<file path="src/rtl/quiz_arbiter_if.sv">
`default_nettype none
// +----------------------------------------------------------------------+
// | quiz_arbiter_if: host/key inputs and display/buzzer outputs           |
// | Revision: 1.0                                                         |
// +----------------------------------------------------------------------+
interface quiz_arbiter_if #(
    parameter int NUM_PLAYERS = 4
);
    logic                   Start;
    logic                   Clear;
    logic [NUM_PLAYERS-1:0] Keys;
    logic [3:0]             Player_Number;
    logic                   Foul;
    logic [3:0]             TimerH;
    logic [3:0]             TimerL;
    logic                   Buzzer_Answer;
    logic                   Buzzer_TimeOver;
    logic [1:0]             State;

    modport master (
        output Start, Clear, Keys,
        input  Player_Number, Foul, TimerH, TimerL,
               Buzzer_Answer, Buzzer_TimeOver, State
    );

    modport slave (
        input  Start, Clear, Keys,
        output Player_Number, Foul, TimerH, TimerL,
               Buzzer_Answer, Buzzer_TimeOver, State
    );
endinterface
`default_nettype wire

</file>
<file path="src/rtl/quiz_arbiter.sv">
`default_nettype none
// +----------------------------------------------------------------------+
// | quiz_arbiter: N-player buzz-in arbiter with BCD countdown and buzzers |
// | Optional macro FOUL_DETECT_EN enables false-start detection in IDLE.  |
// | Revision: 1.0                                                         |
// +----------------------------------------------------------------------+
module quiz_arbiter #(
    parameter int NUM_PLAYERS = 4,
    parameter int TICK_DIV    = 50000000,
    parameter int ANSWER_SECS = 30,
    parameter int BUZZ_CYCLES = 25000000
) (
    input  wire logic     CLK,
    input  wire logic     RSTn,
    quiz_arbiter_if.slave bus
);

    localparam int                TICK_W    = $clog2(TICK_DIV);
    localparam int                BUZZ_W    = $clog2(BUZZ_CYCLES + 1);
    localparam logic [TICK_W-1:0] TICK_LAST = TICK_W'(TICK_DIV - 1);
    localparam logic [BUZZ_W-1:0] BUZZ_LOAD = BUZZ_W'(BUZZ_CYCLES - 1);
    localparam logic [3:0]        RELOAD_H  = 4'(ANSWER_SECS / 10);
    localparam logic [3:0]        RELOAD_L  = 4'(ANSWER_SECS % 10);

    typedef enum logic [1:0] {
        IDLE   = 2'd0,
        OPEN   = 2'd1,
        ANSWER = 2'd2,
        DONE   = 2'd3
    } state_t;

    state_t                 state_q;
    logic [NUM_PLAYERS-1:0] keys_i;
    logic [NUM_PLAYERS-1:0] keys_q;
    logic [NUM_PLAYERS-1:0] press;
    logic                   press_any;
    logic [3:0]             winner;
    logic [3:0]             player_q;
    logic [3:0]             timer_h_q;
    logic [3:0]             timer_l_q;
    logic [3:0]             timer_h_d;
    logic [3:0]             timer_l_d;
    logic [TICK_W-1:0]      tick_q;
    logic                   tick;
    logic                   timeout;
    logic                   buzz_a_q;
    logic                   buzz_t_q;
    logic [BUZZ_W-1:0]      buzz_a_cnt_q;
    logic [BUZZ_W-1:0]      buzz_t_cnt_q;
`ifdef FOUL_DETECT_EN
    logic                   foul_q;
`endif

    assign keys_i    = bus.Keys;
    assign press     = keys_q & ~keys_i;
    assign press_any = |press;

    // Scan from the top so the lowest simultaneous index is the last writer.
    always_comb begin
        winner = 4'd0;
        for (int i = NUM_PLAYERS - 1; i >= 0; i--) begin
            if (press[i]) winner = 4'(i + 1);
        end
    end

    always_comb begin
        timer_h_d = timer_h_q;
        timer_l_d = timer_l_q - 4'd1;
        if (timer_l_q == 4'd0) begin
            timer_h_d = timer_h_q - 4'd1;
            timer_l_d = 4'd9;
        end
    end

    assign tick    = (tick_q == TICK_LAST);
    assign timeout = tick && (timer_h_d == 4'd0) && (timer_l_d == 4'd0);

    always_ff @(posedge CLK or negedge RSTn) begin
        if (!RSTn) begin
            state_q      <= IDLE;
            keys_q       <= '1;
            player_q     <= 4'd0;
            timer_h_q    <= RELOAD_H;
            timer_l_q    <= RELOAD_L;
            tick_q       <= '0;
            buzz_a_q     <= 1'b0;
            buzz_t_q     <= 1'b0;
            buzz_a_cnt_q <= '0;
            buzz_t_cnt_q <= '0;
`ifdef FOUL_DETECT_EN
            foul_q       <= 1'b0;
`endif
        end else begin
            keys_q <= keys_i;

            // Buzzer countdowns; any trigger below overrides and restarts them.
            if (buzz_a_q) begin
                if (buzz_a_cnt_q == '0) buzz_a_q <= 1'b0;
                else                    buzz_a_cnt_q <= buzz_a_cnt_q - 1'b1;
            end
            if (buzz_t_q) begin
                if (buzz_t_cnt_q == '0) buzz_t_q <= 1'b0;
                else                    buzz_t_cnt_q <= buzz_t_cnt_q - 1'b1;
            end

            if (bus.Clear) begin
                state_q   <= IDLE;
                player_q  <= 4'd0;
                timer_h_q <= RELOAD_H;
                timer_l_q <= RELOAD_L;
                tick_q    <= '0;
                buzz_a_q  <= 1'b0;
                buzz_t_q  <= 1'b0;
`ifdef FOUL_DETECT_EN
                foul_q    <= 1'b0;
`endif
            end else begin
                case (state_q)
                    IDLE: begin
                        tick_q <= '0;
`ifdef FOUL_DETECT_EN
                        if (press_any) begin
                            state_q      <= DONE;
                            player_q     <= winner;
                            foul_q       <= 1'b1;
                            buzz_t_q     <= 1'b1;
                            buzz_t_cnt_q <= BUZZ_LOAD;
                        end else
`endif
                        if (bus.Start) state_q <= OPEN;
                    end
                    OPEN, ANSWER: begin
                        if (state_q == OPEN && press_any) begin
                            state_q      <= ANSWER;
                            player_q     <= winner;
                            timer_h_q    <= RELOAD_H;
                            timer_l_q    <= RELOAD_L;
                            tick_q       <= '0;
                            buzz_a_q     <= 1'b1;
                            buzz_a_cnt_q <= BUZZ_LOAD;
                        end else if (tick) begin
                            tick_q    <= '0;
                            timer_h_q <= timer_h_d;
                            timer_l_q <= timer_l_d;
                            if (timeout) begin
                                state_q      <= DONE;
                                buzz_t_q     <= 1'b1;
                                buzz_t_cnt_q <= BUZZ_LOAD;
                            end
                        end else begin
                            tick_q <= tick_q + 1'b1;
                        end
                    end
                    default: ;
                endcase
            end
        end
    end

    assign bus.State           = state_q;
    assign bus.Player_Number   = player_q;
    assign bus.TimerH          = timer_h_q;
    assign bus.TimerL          = timer_l_q;
    assign bus.Buzzer_Answer   = buzz_a_q;
    assign bus.Buzzer_TimeOver = buzz_t_q;
`ifdef FOUL_DETECT_EN
    assign bus.Foul            = foul_q;
`else
    assign bus.Foul            = 1'b0;
`endif

endmodule
`default_nettype wire
</file>
<file path="src/flat_wrapper.sv">
// flat-port wrapper written by rule: the top's interface ports become plain ports
module quiz_arbiter_flat 
#(
    parameter int NUM_PLAYERS = 4,
    parameter int TICK_DIV    = 50000000,
    parameter int ANSWER_SECS = 30,
    parameter int BUZZ_CYCLES = 25000000
)
  (CLK, RSTn, bus_Start, bus_Clear, bus_Keys, bus_Player_Number, bus_Foul, bus_TimerH, bus_TimerL, bus_Buzzer_Answer, bus_Buzzer_TimeOver, bus_State);
  quiz_arbiter_if #(.NUM_PLAYERS(NUM_PLAYERS)) bus_i ();
  input  wire logic CLK;
  input  wire logic RSTn;
  input wire logic [$bits(bus_i.Start)-1:0] bus_Start;
  input wire logic [$bits(bus_i.Clear)-1:0] bus_Clear;
  input wire logic [$bits(bus_i.Keys)-1:0] bus_Keys;
  output wire logic [$bits(bus_i.Player_Number)-1:0] bus_Player_Number;
  output wire logic [$bits(bus_i.Foul)-1:0] bus_Foul;
  output wire logic [$bits(bus_i.TimerH)-1:0] bus_TimerH;
  output wire logic [$bits(bus_i.TimerL)-1:0] bus_TimerL;
  output wire logic [$bits(bus_i.Buzzer_Answer)-1:0] bus_Buzzer_Answer;
  output wire logic [$bits(bus_i.Buzzer_TimeOver)-1:0] bus_Buzzer_TimeOver;
  output wire logic [$bits(bus_i.State)-1:0] bus_State;
  assign bus_i.Start = bus_Start;
  assign bus_i.Clear = bus_Clear;
  assign bus_i.Keys = bus_Keys;
  assign bus_Player_Number = bus_i.Player_Number;
  assign bus_Foul = bus_i.Foul;
  assign bus_TimerH = bus_i.TimerH;
  assign bus_TimerL = bus_i.TimerL;
  assign bus_Buzzer_Answer = bus_i.Buzzer_Answer;
  assign bus_Buzzer_TimeOver = bus_i.Buzzer_TimeOver;
  assign bus_State = bus_i.State;
  quiz_arbiter #(.NUM_PLAYERS(NUM_PLAYERS), .TICK_DIV(TICK_DIV), .ANSWER_SECS(ANSWER_SECS), .BUZZ_CYCLES(BUZZ_CYCLES)) u_core (.CLK(CLK), .RSTn(RSTn), .bus(bus_i));
endmodule
</file>
<file path="config.mk">
export PLATFORM = sky130hd
export DESIGN_NAME = quiz_arbiter_flat
export DESIGN_NICKNAME = d
export VERILOG_FILES = /design/src/rtl/quiz_arbiter_if.sv /design/src/rtl/quiz_arbiter.sv /design/src/flat_wrapper.sv
export SDC_FILE = /design/constraint.sdc
export NUM_CORES = 1
export LEC_CHECK = 0
export ABC_AREA = 1
export CAP_MARGIN = 5
export CORE_ASPECT_RATIO = 1.4
export CORE_UTILIZATION = 46
export DETAILED_ROUTE_END_ITERATION = 6
export SETUP_SLACK_MARGIN = 0.5
export SYNTH_ARGS = -nofsm -noshare
export SYNTH_HDL_FRONTEND = slang
export SYNTH_SLANG_ARGS = --single-unit
</file>
<file path="constraint.sdc">
create_clock -name CLK -period 2.5 [get_ports CLK]
set_input_delay 0.5 -clock CLK [delete_from_list [all_inputs] [get_ports CLK]]
set_output_delay 0.5 -clock CLK [all_outputs]
set_load 0.01 [all_outputs]
</file>
==> metrics, run 1 <==
largest family of logic cells by synthesized area simple AND/OR/NAND/NOR gates; Routed Antenna Nets 0; final cycle utilization of the critical path 0.778; Max rail drop VDD between 0.0004 and 0.0005 V; CTS tree built; WP data arrival 1.45 ns; fill count 1199; CP delay by family, top flip-flops; cell breakdown of the critical path clkdlybuf4s50_1; HP Class primary input to async pin; Clock Pin Slew Worst Setup and Hold Paths approximately 0.070 ns; TritonCTS Buffers 9; final setup margin approximately 0.55 ns; Die H 137 um; Synth Area in Adders 0.0168; Buffers & Inverters on Critical Path 1; clk_skew 0.0107 ns; global-route wire length before repair 24.6 mm; GPL Wtd Cong 0.917; HPWL after DPL 11.0 mm; crit path time final 1.95 ns; clock sink total 95; area leader, netlist dfrtp_1; synth cell count leaders nand2_1 (199), nor2_1 (136), inv_1 (100); Mapped Area between 5000 and 6000 um2; root buffer cell clkbuf_16; mean post-synth cell area 7.16 um2; Global Route Usage Sum 0.230; Critical-path top delay cell dfstp_2; Post-Synth Simple-Gate Area 0.395; Top Ports 25; Placed Instances 999; Vias per Instance 5.31; Synth Instances 832; WL per Instance 14.6 um; Max Root-Sink Buffers 2; Layout area overhead 15.6%; mux cell area share after synthesis 0; Yosys reg bits between 90 and 100; DRC viols 0; number of global-route vias before repair roughly 5300; Crit Reg-Reg Endpoint u_core.tick_q[16]; TritonRoute pass-1 iters 7; Yosys top cell area share 0.374; Synthesis Warnings 0; crit start category flip-flop; DP Area 6360 um2; Max-Cap Viols 0; xor/xnor share of the synthesized area 0.0412; Post-synth EDFFs 0; pre-CTS WS about 0.11 ns; design area 6890 um2; final net count about 890; GRT overflow 0; Buffers on Ports 22; Die X-Extent ~98 um; status finished, final reports clean; count leader, synth nand2_1; WS Path Type flip-flop to primary output; Final Power 0.00484 W; max-slew violation count 0; worst-skew pair later-pin latency 0.34 ns; sum of negative setup slack 0 ns; H-tree depth 3; vias approximately 5500; n_diodes 0; full die area 13400 um2; Critical Path Fanout Max 4; worst stage delay on the critical path approximately 0.57 ns; Synth Area in Compound Gates 0.0573; initial antenna violation count 0; largest net degree at the start of global routing 39; share of cells above drive strength 1 0.135; Pwr Density 703 nW/um2; Req. time, crit path 2.00 ns; Multi-input gate area 3140 um2; share of synthesized registers carrying an async set or reset 1.00; RSZ-0062 raised after global routing no; final-report hold violation count 0; row cnt 48; flop2flop setup slack ~0.59 ns; Final setup viols 0; largest cells by area after synthesis dfrtp_1 (37%), nand2_1 (13%), nor2_1 (8.6%), nand3_1 (7.1%), inv_1 (6.3%); WL final 15.0 mm; FF+latch area ~2400 um2; Non-Filler Instances 1030; initial core utilization 0.477; Worst setup EP type primary output; Seq/Total Area, Yosys 0.400; DR iter-0 viols 266; leakage 3.08 nW; fmax 0.514 GHz; R2R depth 11; Top FF cell, synth dfrtp_1; total core area between 10000 and 15000 um2; reg2reg start u_core.bus.State[0]; library cells used by synthesis 46
[kinds of logic after synthesis]
logic type	after synthesis
other	1
AO/OA/AOI/OAI	61
adder cells (fa/ha/maj)	8
buffers and inverters	126
XOR/XNOR	28
flip-flops	95
AND/OR/NAND/NOR	513
[flip-flops by register name (all words and copies together), names as in the netlist, 2 cells and up]
| signal | flops |
|---|---|
| u_core.tick_q | 26 |
| u_core.buzz_a_cnt_q | 25 |
| u_core.buzz_t_cnt_q | 25 |
| u_core.bus.TimerH | 4 |
| u_core.bus.TimerL | 4 |
| u_core.keys_q | 4 |
| u_core.bus.Player_Number | 3 |
| u_core.bus.State | 2 |
[how the worst max path moves through the flow]
stage	from	end	slack [ns]	cells past startpoint
2_1_floorplan	u_core.bus.TimerL[0]	u_core.buzz_t_cnt_q[10]	0.69	12
6_report	u_core.bus.TimerH[1]	bus_TimerH[1]	0.55	1
3_3_place_gp	bus_Clear	u_core.tick_q[16]	0.18	12
4_1_cts	u_core.bus.TimerL[0]	u_core.buzz_t_cnt_q[8]	0.51	12
5_1_grt	u_core.bus.State[0]	u_core.tick_q[16]	0.49	11
3_5_place_dp	bus_Clear	u_core.tick_q[16]	0.11	12
[metal layers]
layer | vias to the layer above | track usage | wire [um]
li1 | 2742 | - | -
met1 | 2579 | 0.274 | 6340
met2 | 129 | 0.423 | 7900
met3 | 16 | 0.0301 | 555
met4 | 0 | 0.0871 | 219
met5 | - | 0 | 0
[placed cells by master (no fill, tap or decap), drive strengths merged]
cell type | synthesis | routed
nor3 | 15 | 15
o31ai | 2 | 2
xnor2 | 10 | 10
nor2 | 163 | 163
o21bai | 4 | 4
clkinv | 2 | 5
nand3b | 3 | 3
nor3b | 1 | 1
inv | 108 | 110
nand4 | 26 | 27
or2 | 4 | 4
and2 | 2 | 2
conb | 1 | 2
dlygate4sd2 | 0 | 1
bufinv | 0 | 1
dfstp | 6 | 6
o211ai | 5 | 5
nand2 | 210 | 210
xor2 | 18 | 18
clkbuf | 5 | 11
o21ai | 36 | 36
ha | 8 | 8
dfrtp | 89 | 89
buf | 11 | 24
nor4 | 1 | 1
a31oi | 2 | 2
o21a | 1 | 1
clkdlybuf4s50 | 0 | 20
nand3 | 88 | 88
a21oi | 11 | 11
[through the flow]
step | hold slack, ns | utilization
4_1_cts | 0.0624 | 0.533
6_report | 0.0642 | 0.551
5_1_grt | 0.0845 | 0.551
3_3_place_gp | 0.437 | 0.509
2_1_floorplan | 0.204 | -
3_5_place_dp | 0.440 | 0.509
[layout make-up]
cell class / instances / area share
Tap cell: 150 / 0.0272
Multi-Input combinational cell: 613 / 0.456
Clock buffer: 10 / 0.0347
Inverter: 110 / 0.0618
Timing Repair Buffer: 46 / 0.0643
Sequential cell: 95 / 0.346
Clock inverter: 6 / 0.00963
[what timing repair did]
item	in CTS	in global routing
endpoints found under the setup margin	2	52
setup buffers	0	12
gates cloned	0	3
resized for setup	1	24
hold buffers	0	0
pin swaps	0	8
[where the power goes]
| group | internal (W) | total (W) | switching, W |
|---|---|---|---|
| clock | 0.000809 | 0.00142 | 0.000613 |
| combinational | 0.000556 | 0.00153 | 0.000977 |
| sequential | 0.00172 | 0.00189 | 0.000171 |
| total | 0.00308 | 0.00484 | 0.00176 |
Note: power is estimated with default switching activity, not from simulation.
==> run 2: changes to the inputs <==
PLACE_DENSITY = 0.66   (was default)
clock period = 1.7 ns   (was 2.5 ns; I/O delays follow)
==> run 2 against run 1 <==
  * The run now ends with DRC, setup timing left
  * Highest routed layer unchanged
  * Via count grew 20%
  * Critical endpoint is now u_core.buzz_t_cnt_q[3]
  * Sequential share of layout area is 9.5 points lower
  * Combinational power grew to 3.4 times the previous value
  * First-iteration DRC count grew 82%
  * Hold slack improved by 0.17 ns
  * Power up 110%
==> metrics, run 2 (synthesis results as in run 1) <==
GPL Wtd Cong between 0.9 and 1; fmax between 0.5 and 0.6 GHz; initial core utilization 0.477; n_diodes 0; commonest cells after routing, fill and taps aside nand2_1 (134), buf_4 (117), nor2_1 (93), dfrtp_1 (77), inv_1 (68); Layout area overhead 60.4%; row cnt 48; reg2reg start u_core.bus.TimerH[0]; largest net degree at the start of global routing 50; cell breakdown of the critical path inv_2 > ha_4 > nand3_2 > nand2_2 > nand3_2 > nor2_4 > nand3_4 > buf_6 > buf_16 > nand3_2; Vias per Instance 5.56; Pint between 0.006 and 0.007 W; max reg flops 26; WL final 21.1 mm; worst-skew pair later-pin latency 0.36 ns; Met2 Wirelength approximately 11 mm; Max-Cap Viols 0; WS Path Type flip-flop to flip-flop; Pwr Density ~1100 nW/um2; Final setup viols 55; sum of negative setup slack -6.23 ns; CTS tree built; WL per Instance approximately 18 um; most common cell after layout, fill and taps aside nand2_1; clk_skew 0.0102 ns; final cycle utilization of the critical path 1.11; failing checks DRC, setup timing; Max Root-Sink Buffers 2; Comb power frac 0.506; biggest regs u_core.tick_q (26), u_core.buzz_a_cnt_q (25), u_core.buzz_t_cnt_q (25); clock sink total 95; wl on met1 7.91 mm; Global Route Usage Sum 0.275; status finished with violations; leakage 4.25 nW; Critical-path top delay cell dfstp_2; vias roughly 6600; flop2flop setup slack -0.19 ns; hold path depth 1; share of cells above drive strength 1 0.495; H-tree depth 3; pre-CTS WS -0.339 ns; initial antenna violation count 0; global-route wire length before repair between 20 and 30 mm; Worst Hold End u_core.keys_q[1]; TritonCTS Buffers 9; Req. time, crit path 1.99 ns; Worst setup EP type flip-flop; worst stage delay on the critical path ~0.56 ns; Clock power frac 0.223; Buffers on Ports 22; DRC viols 1; Post-Route Utilization 0.765; TritonRoute pass-1 iters 7; Critical Path Fanout Max 12; root buffer cell clkbuf_16; DR iter-0 viols between 400 and 500; crit path time final 1.89 ns; R2R depth 10; most frequent CP cell nand3_2; GRT overflow 0; Die X-Extent 98.2 um; WP data arrival 2.18 ns; number of global-route vias before repair 6357; final setup margin -0.193 ns; HPWL after DPL roughly 11 mm; max-slew violation count 0; final-report hold violation count 0; Final Power between 0.01 and 0.015 W; Clock Pin Slew Worst Setup and Hold Paths 0.08 ns; fill count approximately 770; switching share of power 0.391; full die area 13400 um2; Max rail drop VDD 0.00105 V; Worst Hold Launch bus_Keys[1]; Crit Reg-Reg Endpoint u_core.buzz_t_cnt_q[3]; final net count 1040; sequential share of power 0.271; Net Sw Power 0.00402 W; Reg with most FFs u_core.tick_q; Routed Antenna Nets 0; total core area 12500 um2; met3 wire length 898 um; Die H approximately 140 um; crit start category flip-flop; HP Class primary input to flip-flop; RSZ-0062 raised after global routing yes; DR top layer met4; Top Ports 25
run 2: changes by cell type in the layout (fill, tap and decap cells not counted), moves of 28 or more:
cell / previous run / this run
nand2_1: 197 / 134
buf_4: 21 / 117
nand2_2: 10 / 49
inv_1: 98 / 68
buf_6: 1 / 52
nor2_1: 132 / 93
nand3_2: 3 / 31
nor2_4: 12 / 49
nand3_1: 84 / 47
run 2: layer usage:
metal,GRT usage,vias to the layer above
met1,0.307,3175
met4,0.124,0
met3,0.0322,74
met5,0,-
li1,-,3036
met2,0.524,270
run 2: critical path, delay by kind of cell, from the launching register on:
family                     cells  cell delay, ns
adders and majority gates      1            0.27
DFF                            1            0.56
buffers and inverters          3            0.37
and+or+nand+nor                6            0.61
run 2: timing repair:
| action | CTS | global route |
|---|---|---|
| pin swaps | 74 | 63 |
| cloned | 3 | 0 |
| setup endpoints to repair | 106 | 106 |
| buffers inserted | 46 | 41 |
| endpoints found under the hold margin | 22 | 0 |
| resized for setup | 278 | 136 |
| hold buffers | 1 | 0 |
run 2: how the worst max path moves through the flow:
stage	startpoint	end	slack, ns	cells past startpoint
after global placement	bus_Keys[1]	u_core.buzz_t_cnt_q[15]	-0.30	13
after detailed placement	bus_Keys[1]	u_core.buzz_t_cnt_q[6]	-0.34	13
after floorplan	u_core.bus.TimerL[0]	u_core.buzz_t_cnt_q[10]	-0.01	12
after global routing	u_core.bus.TimerL[1]	u_core.buzz_t_cnt_q[3]	-0.25	12
final	u_core.bus.TimerH[0]	u_core.buzz_t_cnt_q[3]	-0.19	10
after CTS	u_core.bus.TimerH[1]	u_core.buzz_t_cnt_q[14]	-0.09	9
run 2: through the flow:
stage          instances  hold slack [ns]  cell area, um2
2_1_floorplan        833           0.0444            6260
3_3_place_gp        1072            0.353            7200
3_5_place_dp        1072            0.353            7200
4_1_cts             1138            0.235            8680
5_1_grt             1179            0.231            9560
6_report            1179            0.237            9560
run 2: final cells by class:
cell class / instances / area [um2] / area share
Multi-Input combinational cell: 612 / 4360 / 0.456
Sequential cell: 95 / 2400 / 0.251
Timing Repair Buffer: 195 / 1800 / 0.189
Inverter: 110 / 460 / 0.0482
Clock buffer: 9 / 225 / 0.0236
Tap cell: 150 / 188 / 0.0196
Clock inverter: 7 / 105 / 0.0110
Timing Repair inverter: 1 / 16.3 / 0.00170
run 2: power groups by stage:
stage          registers [W]  logic [W]  clock network (W)
2_1_floorplan        0.00281    0.00174                  0
3_3_place_gp         0.00275    0.00279                  0
3_5_place_dp         0.00277    0.00286                  0
4_1_cts              0.00273    0.00393            0.00229
5_1_grt              0.00280    0.00546            0.00240
6_report             0.00279    0.00520            0.00230
